## config.mk

```make
export PLATFORM = sky130hd
export DESIGN_NAME = apb3_master_arbiter
export DESIGN_NICKNAME = d
export VERILOG_FILES = /design/src/rtl/apb3_master_arbiter.sv
export SDC_FILE = /design/constraint.sdc
export NUM_CORES = 1
export LEC_CHECK = 0
export BUFFER_PORTS_ARGS = -buffer_cell sky130_fd_sc_hd__buf_2
export CAP_MARGIN = 20
export CORE_AREA = 2 2 128 130
export CTS_CLUSTER_SIZE = 10
export DETAILED_ROUTE_END_ITERATION = 12
export DIE_AREA = 0 0 130 132
export SYNTH_ARGS = -nofsm -noshare
export SYNTH_HDL_FRONTEND = slang
export SYNTH_SLANG_ARGS = --single-unit
```

## constraint.sdc

```tcl
create_clock -name clk -period 2.2 [get_ports clk]
set_clock_uncertainty 0.15 [all_clocks]
set_input_delay 0.22 -clock clk [delete_from_list [all_inputs] [get_ports clk]]
set_output_delay 0.22 -clock clk [all_outputs]
set_load 0.01 [all_outputs]
```

## src/rtl/apb3_master_arbiter.sv

```systemverilog
// -----------------------------------------------------------------------------
// apb3_master_arbiter
//   Round-robin arbiter in front of an APB3 master sequencer. Several
//   requesters share one APB3 bus; each winner's transfer runs through
//   SETUP and ACCESS, and a one-cycle response pulse returns the read data and
//   the error status. ACCESS phases that never see pready are aborted after
//   TIMEOUT_P cycles.
//
// Request handshake: a requester raises req_valid[i] with req_write/req_addr/
//   req_wdata stable. The request is accepted on the rising clk edge where
//   req_valid[i] and req_ready[i] are both high. req_ready is combinational,
//   one-hot, high only in IDLE and never while rst is high. The requester
//   must hold its request unchanged until accepted. Exactly one rsp_valid
//   pulse follows each accepted request, unless rst intervenes.
//
// Ports:
//   clk, rst                  clock, synchronous active-high reset
//   req_valid/ready/write     per-requester request channel
//   req_addr, req_wdata       flattened per-requester address / write data
//   rsp_valid                 one-hot, one-cycle response pulse
//   rsp_rdata/slverr/timeout  response payload, valid with rsp_valid
//   paddr..pwdata, psel       APB3 master outputs (psel one-hot per slave)
//   pready, prdata, pslverr   APB3 slave returns (pready/prdata per slave)
// -----------------------------------------------------------------------------
module apb3_master_arbiter #(
  parameter int NR_OF_REQUESTERS_P = 2,
  parameter int APB_ADDR_WIDTH_P   = 16,
  parameter int APB_DATA_WIDTH_P   = 32,
  parameter int APB_NR_OF_SLAVES_P = 4,
  parameter int SLAVE_SEL_WIDTH_P  = 2,
  parameter int TIMEOUT_P          = 255
) (
  input  logic                                           clk,
  input  logic                                           rst,
  input  logic [NR_OF_REQUESTERS_P-1:0]                  req_valid,
  output logic [NR_OF_REQUESTERS_P-1:0]                  req_ready,
  input  logic [NR_OF_REQUESTERS_P-1:0]                  req_write,
  input  logic [NR_OF_REQUESTERS_P*APB_ADDR_WIDTH_P-1:0] req_addr,
  input  logic [NR_OF_REQUESTERS_P*APB_DATA_WIDTH_P-1:0] req_wdata,
  output logic [NR_OF_REQUESTERS_P-1:0]                  rsp_valid,
  output logic [APB_DATA_WIDTH_P-1:0]                    rsp_rdata,
  output logic                                           rsp_slverr,
  output logic                                           rsp_timeout,
  output logic [APB_ADDR_WIDTH_P-1:0]                    paddr,
  output logic [APB_NR_OF_SLAVES_P-1:0]                  psel,
  output logic                                           penable,
  output logic                                           pwrite,
  output logic [APB_DATA_WIDTH_P-1:0]                    pwdata,
  input  logic [APB_NR_OF_SLAVES_P-1:0]                  pready,
  input  logic [APB_NR_OF_SLAVES_P*APB_DATA_WIDTH_P-1:0] prdata,
  input  logic                                           pslverr
);

  localparam int N     = NR_OF_REQUESTERS_P;
  localparam int AW    = APB_ADDR_WIDTH_P;
  localparam int DW    = APB_DATA_WIDTH_P;
  localparam int NS    = APB_NR_OF_SLAVES_P;
  localparam int PTR_W = (N > 1) ? $clog2(N) : 1;
  localparam int CNT_W = $clog2(TIMEOUT_P + 1);

  typedef enum logic [1:0] {IDLE, SETUP, ACCESS, RESP} state_t;

  state_t                 state_q, state_d;
  logic [PTR_W-1:0]       ptr_q, ptr_d;
  logic [PTR_W-1:0]       owner_q, owner_d;
  logic [AW-1:0]          addr_q, addr_d;
  logic [DW-1:0]          wdata_q, wdata_d;
  logic                   write_q, write_d;
  logic [CNT_W-1:0]       cnt_q, cnt_d;
  logic [DW-1:0]          rdata_q, rdata_d;
  logic                   slverr_q, slverr_d;
  logic                   timeout_q, timeout_d;

  // Arbitration results
  logic                   found;
  logic [PTR_W-1:0]       win;
  logic [PTR_W-1:0]       ptr_next;
  logic [AW-1:0]          pick_addr;
  logic [DW-1:0]          pick_wdata;
  logic                   pick_write;

  // Slave decode results
  logic [SLAVE_SEL_WIDTH_P-1:0] slave_idx;
  logic                   decode_ok;
  logic                   sel_ready;
  logic [DW-1:0]          sel_rdata;

  // Round-robin search: first pass covers requesters at or above the
  // pointer, second pass wraps around to the ones below it.
  always_comb begin
    found      = 1'b0;
    win        = '0;
    ptr_next   = '0;
    pick_addr  = '0;
    pick_wdata = '0;
    pick_write = 1'b0;
    for (int i = 0; i < N; i++) begin
      if (!found && req_valid[i] && (i >= int'(ptr_q))) begin
        found      = 1'b1;
        win        = PTR_W'(i);
        ptr_next   = (i == N - 1) ? '0 : PTR_W'(i + 1);
        pick_addr  = req_addr[i*AW +: AW];
        pick_wdata = req_wdata[i*DW +: DW];
        pick_write = req_write[i];
      end
    end
    for (int i = 0; i < N; i++) begin
      if (!found && req_valid[i]) begin
        found      = 1'b1;
        win        = PTR_W'(i);
        ptr_next   = (i == N - 1) ? '0 : PTR_W'(i + 1);
        pick_addr  = req_addr[i*AW +: AW];
        pick_wdata = req_wdata[i*DW +: DW];
        pick_write = req_write[i];
      end
    end
  end

  // Slave decode from the latched address MSBs; indices beyond the last
  // slave are decode errors and never reach the bus.
  assign slave_idx = addr_q[AW-1 -: SLAVE_SEL_WIDTH_P];
  assign decode_ok = int'(slave_idx) < NS;

  always_comb begin
    sel_ready = 1'b0;
    sel_rdata = '0;
    for (int s = 0; s < NS; s++) begin
      if (int'(slave_idx) == s) begin
        sel_ready = pready[s];
        sel_rdata = prdata[s*DW +: DW];
      end
    end
  end

  // Next-state and datapath updates
  always_comb begin
    state_d   = state_q;
    ptr_d     = ptr_q;
    owner_d   = owner_q;
    addr_d    = addr_q;
    wdata_d   = wdata_q;
    write_d   = write_q;
    cnt_d     = cnt_q;
    rdata_d   = rdata_q;
    slverr_d  = slverr_q;
    timeout_d = timeout_q;
    case (state_q)
      IDLE: begin
        if (found) begin
          owner_d = win;
          addr_d  = pick_addr;
          wdata_d = pick_wdata;
          write_d = pick_write;
          ptr_d   = ptr_next;
          state_d = SETUP;
        end
      end
      SETUP: begin
        if (decode_ok) begin
          state_d = ACCESS;
        end else begin
          rdata_d   = '0;
          slverr_d  = 1'b1;
          timeout_d = 1'b0;
          state_d   = RESP;
        end
      end
      ACCESS: begin
        cnt_d = cnt_q + CNT_W'(1);
        if (sel_ready) begin
          // Writes return zero data even if the slave drives prdata.
          rdata_d   = write_q ? '0 : sel_rdata;
          slverr_d  = pslverr;
          timeout_d = 1'b0;
          state_d   = RESP;
        end else if (cnt_q == CNT_W'(TIMEOUT_P - 1)) begin
          // This is the TIMEOUT_P-th ACCESS cycle without pready.
          rdata_d   = '0;
          slverr_d  = 1'b1;
          timeout_d = 1'b1;
          state_d   = RESP;
        end
      end
      RESP: begin
        cnt_d   = '0;
        state_d = IDLE;
      end
      default: state_d = IDLE;
    endcase
  end

  always_ff @(posedge clk) begin
    if (rst) begin
      state_q   <= IDLE;
      ptr_q     <= '0;
      owner_q   <= '0;
      addr_q    <= '0;
      wdata_q   <= '0;
      write_q   <= 1'b0;
      cnt_q     <= '0;
      rdata_q   <= '0;
      slverr_q  <= 1'b0;
      timeout_q <= 1'b0;
    end else begin
      state_q   <= state_d;
      ptr_q     <= ptr_d;
      owner_q   <= owner_d;
      addr_q    <= addr_d;
      wdata_q   <= wdata_d;
      write_q   <= write_d;
      cnt_q     <= cnt_d;
      rdata_q   <= rdata_d;
      slverr_q  <= slverr_d;
      timeout_q <= timeout_d;
    end
  end

  // Outputs. The address/data latch doubles as the bus drivers so they
  // hold between transfers; psel/penable only live in SETUP/ACCESS.
  assign paddr   = addr_q;
  assign pwdata  = wdata_q;
  assign pwrite  = write_q;
  assign penable = (state_q == ACCESS);

  always_comb begin
    psel = '0;
    for (int s = 0; s < NS; s++) begin
      psel[s] = ((state_q == SETUP) || (state_q == ACCESS)) && decode_ok &&
                (int'(slave_idx) == s);
    end
  end

  always_comb begin
    req_ready = '0;
    rsp_valid = '0;
    for (int i = 0; i < N; i++) begin
      req_ready[i] = (state_q == IDLE) && !rst && found && (int'(win) == i);
      rsp_valid[i] = (state_q == RESP) && (int'(owner_q) == i);
    end
  end

  assign rsp_rdata   = (state_q == RESP) ? rdata_q : '0;
  assign rsp_slverr  = (state_q == RESP) && slverr_q;
  assign rsp_timeout = (state_q == RESP) && timeout_q;

endmodule

```

# Word-level counts from Yosys, hierarchy flattened
# Cells that the tools add are included.
[totals]
register_bits = 95
inputBits = 235
[classes]
add_sub_neg = 1
n_lt_le_gt_ge = 1
n_eq_ne = 9
mux = 42
bitwise = 2
n_reduce_logical = 28
[ops]
columns = ["op", "count"]
rows = [
  ["2-to-1 mux 32 bit", 12],
  ["2-to-1 mux 16 bit", 4],
  ["2-to-1 mux 1 bit", 21],
  ["logical AND 1 bit", 16],
  ["one-hot mux 8 bit (2 select lines)", 1],
  ["adder 8 x 1 -> 8 bit, second input constant", 1],
  ["== test 2 bit, second input constant", 4],
  ["== test 8 bit, second input constant", 1],
  ["one-hot mux 2 bit (4 select lines)", 1],
  ["2-to-1 mux 2 bit", 3],
  ["AND reduction 2 bit", 3],
  ["== test 2 x 1 -> 1 bit, second input constant", 2],
  ["zero test 1 bit", 4],
  ["zero test 2 bit", 2],
  ["nonzero test 2 bit", 2],
  ["inequality test 3 x 1 -> 1 bit, second input constant", 1],
  ["inequality test 2 bit, second input constant", 1],
  ["NOT 1 bit", 2],
  ["greater-or-equal comparator 1 bit, first input constant", 1],
  ["logical OR 1 bit", 1],
]

# Logic depth before layout (Yosys ltp)
[logic_depth]
ltp_word = 14
depth_mapped = 7
depth_no_buf = 6

# Worst setup path before layout
# OpenSTA, ideal clock, no wires.
[synth_path]
path_kind = "reg-to-reg"
from = "reg addr_q[14], in the netlist paddr[14]"
to = "reg rdata_q[25]"
setup_time_ps = 117
arrival_ps = 1793
t_required_ps = 1933
setup_slack_ps = 140
stages_incl_launch_ff = 5
synth_period_minus_slack_ps = 2060
path_cell_list = "dfxtp_1 > buf_2 > buf_1 > mux4_2 > a22o_1"
[synth_between]
elab_chain_len = 7
word_cells_on_any_way = 16
classes_between = "3 x eq/ne; 10 x mux; 3 x reduce/logical"
[synth_rtl]
columns = ["item", "line", "text"]
rows = [
  ["from (decl)", "66", "logic [AW-1:0] addr_q, addr_d;"],
  ["from (signal assigned)", "208", "addr_q <= addr_d;"],
  ["zero test 2 bit", "128", "if (int'(slave_idx) == s) begin"],
  ["2-to-1 mux 32 bit or 2-to-1 mux 1 bit (tied branches) (4 in series)", "128", ""],
  ["2-to-1 mux 32 bit or nonzero test 2 bit (tied branches)", "--", ""],
  ["2-to-1 mux 32 bit or AND reduction 2 bit (tied branches)", "--", ""],
  ["to (signal assigned)", "212", "rdata_q <= rdata_d;"],
  ["to (decl)", "70", "logic [DW-1:0] rdata_q, rdata_d;"],
]
# Several ways; a longest one is shown, not always the timed one.
# A chain may end at the register's enable or synchronous reset.

# Worst setup path after layout
[layout_path]
from = "reg addr_q[14], in the netlist paddr[14]"
to = "reg rdata_q[4]"
# Same word-level chain as after synthesis.

==> impl_metrics.csv <==
group,metric,value,unit
route,totalWireLength,18680,um
cts,cts_root_buffer,"clkbuf_16",
route,avgViaCountPerCell,5.070,
worst_hold_path,worstHoldStart,"req_wdata[49]",
timing,grt_setup_unrepaired,"false",
logic_synthesis,synthMostInstantiatedCell,"dfxtp_1",
finish,fillers,1433,
timing,setup_tns,0,ps
pwr,fin_total_pwr,6611,uW
pwr,leakage,0.003615,uW
timing,timing.fmax,504.2,MHz
pwr,power.density,865.6,nW/um^2
logic_synthesis,synthArstFlopShare,0,
die,dieWidth,130,um
placed_design,dpl_cell_area,6430,um^2
die,start_util,0.2860,
cts,clk_latency,350,ps
die,die_y,132,um
worst_setup_path,r2r-start,"paddr[14]",
worst_hold_path,min_path_type,"in -> reg",
placed_design,portBuffers,326,
timing,min_period,1983,ps
logic_synthesis,synth_common_cells,"95 x dfxtp_1, 62 x nor2_1, 49 x a222oi_1, 35 x and2_1, 34 x clkbuf_1",
worst_setup_path,critPathMaxFanout,24,
global_routing,grt_overflow,0,
die,core,15710,um^2
finish,drive_gt1_frac,0.4871,
global_routing,grt_pass1_vias,5424,
finish,nets,1053,
die,die_area,17160,um^2
cts,numClockSinks,95,
route,antenna_left,0,
global_routing,grt_start_max_net_pins,50,
logic_synthesis,ys_types,38,
logic_synthesis,synth_flop_cell,"dfxtp_1",
worst_setup_path,cp-start-kind,"register",
cts,cts_buffers,9,
logic_synthesis,synth_area_leaders,"dfxtp_1 42%, mux4_2 17%, a222oi_1 11%",
finish,design_area,7637,um^2
timing,tightest_slew,695.2,ps
logic_synthesis,avgSynthCellArea,10.93,um^2
timing,setup_violations,0,
timing,maxSlewViolCount,0,
timing,finalCritPeriodShare,0.9016,
pwr,peakVddDrop,0.4421,mV
cts,tritoncts,"yes",
placed_design,gp_congestion,0.7674,
worst_setup_path,critPathCaptureType,"register",
job,maxCapViolCount,0,
logic_synthesis,postSynthCellCount,411,
run_status,outcome,"finished clean",
route,first_pass_iters,9,
cts,cts_setup_buffers,0,
logic_synthesis,syn-cell-area,4493,um^2
worst_setup_path,cp.required,2340,ps
timing,relSlewSlack,0.5340,
route,drc,0,
route,drt-initial-drc-count,396,
logic_synthesis,synth-seq-cells,95,
placed_design,dp_hpwl,13050,um
die,rows,46,
worst_setup_path,startpoint,"paddr[14]",
global_routing,antenna_found_initial,4,
logic_synthesis,synth_top_area_share,0.4233,
logic_synthesis,yosysSeqAreaShare,0.4233,
global_routing,globalRouteTotalUtil,0.2117,
global_routing,grt_pass1_wl,28240,um
worst_setup_path,crit_type,"reg -> reg",
logic_synthesis,synth_top_area_cell,"dfxtp_1",
cts,clk_pin_slew,70,ps
timing,hold_viol_final,0,
route,wl_per_cell,18.05,um
cts,clockBufferDepth,2,
logic_synthesis,ys_warn_count,0,
logic_synthesis,synth_edf_count,0,
logic_synthesis,synth_fp_nets,652,
worst_setup_path,cp.arrival,2120,ps
cts,cts_max_level,3,
route,num_vias,5247,
die,ios,327,
finish,area_growth,69.98,%
metal layers:
layer  global-route usage  routed length (um)  vias up
met3              0.06981                1884       42
met4              0.08423                 516        4
met1               0.2361                6966     2495
met2               0.3685                9289      287
met5                    0                  24        -
li1                     -                   -     2419
worst max-delay path, cell delays in order (launching register included):
cell,delay [ps]
dfxtp_2,330
mux4_2,390
nand2_1,100
nor3_2,540
buf_12,250
a22o_1,150
cells by family after synthesis:
group / count (synthesis) / share of synthesized area
buffers and inverters: 48 / 0.04595
DFF: 95 / 0.4233
and+or+nand+nor: 123 / 0.1356
muxes: 34 / 0.1676
xor gates and xnor gates: 6 / 0.01170
AOI/OAI and AO/OA: 99 / 0.1991
adders and majority gates: 6 / 0.01671
registers in the layout, indices dropped and copies added, names as in the netlist:
name and flops:
pwdata 32, rdata_q 32, paddr 16, cnt_q 8
state_q 2, owner_q 1, ptr_q 1, pwrite 1
slverr_q 1, timeout_q 1
report_power, final:
| group | internal, uW | total, uW | switching, uW |
|---|---|---|---|
| Combinational | 1350 | 2760 | 1410 |
| Clock | 889 | 1610 | 721 |
| Sequential | 2050 | 2240 | 192 |
| Total | 4290 | 6610 | 2320 |
placed cells by master (no fill, tap or decap), types with 2 or more instances in the layout:
cell type / count
clkinv_4: 2
xor2_1: 4
dfxtp_1: 93
a211oi_1: 3
nand4_1: 3
nor2_1: 62
nand2_1: 6
a222oi_1: 49
dlygate4sd3_1: 90
a21oi_1: 6
o21ai_0: 3
clkbuf_16: 9
nor3_1: 2
a22o_1: 31
mux4_2: 33
and3_1: 2
inv_1: 5
buf_2: 326
diode_2: 2
ha_1: 6
dfxtp_2: 2
buf_12: 6
buf_4: 10
and2_1: 35
xnor2_1: 2
nand2b_1: 2
nor3b_1: 2
through the flow:
stage / hold slack [ps] / setup slack, ps / utilization / cells
final: 3.608 / 216.5 / 0.4861 / 1035
after floorplan: 220.4 / 140.4 / - / 411
after CTS: 4.698 / 88.77 / 0.4855 / 1033
after detailed placement: 305.0 / 176.8 / 0.4092 / 927
after global placement: 302.6 / 191.0 / 0.4092 / 927
after global routing: 21.81 / 68.27 / 0.4857 / 1033
final timing paths:
| kind | to | slack [ps] | cells past startpoint |
|---|---|---|---|
| hold / removal | pwdata[17] | 4 | 3 |
| hold reg to reg | rdata_q[12] | 320 | 1 |
| setup reg to reg | rdata_q[4] | 220 | 5 |
| setup / recovery | rdata_q[4] | 220 | 5 |
final cells by class:
class / count / area [um^2] / share of cell area
Timing Repair Buffer: 433 / 2739 / 0.3586
Multi-Input combinational cell: 268 / 2402 / 0.3145
Sequential cell: 95 / 1904 / 0.2493
Tap cell: 216 / 270.3 / 0.03539
Clock buffer: 10 / 229.0 / 0.02998
Clock inverter: 6 / 68.82 / 0.009010
Inverter: 5 / 18.77 / 0.002457
Antenna cell: 2 / 5.005 / 0.0006553
timing repair:
item | CTS | global route
gates resized for setup | 0 | 1
hold buffers | 90 | 0
setup endpoints to repair | 0 | 3
hold endpoints to repair | 47 | 0
Power figures use the tool's default switching activity.
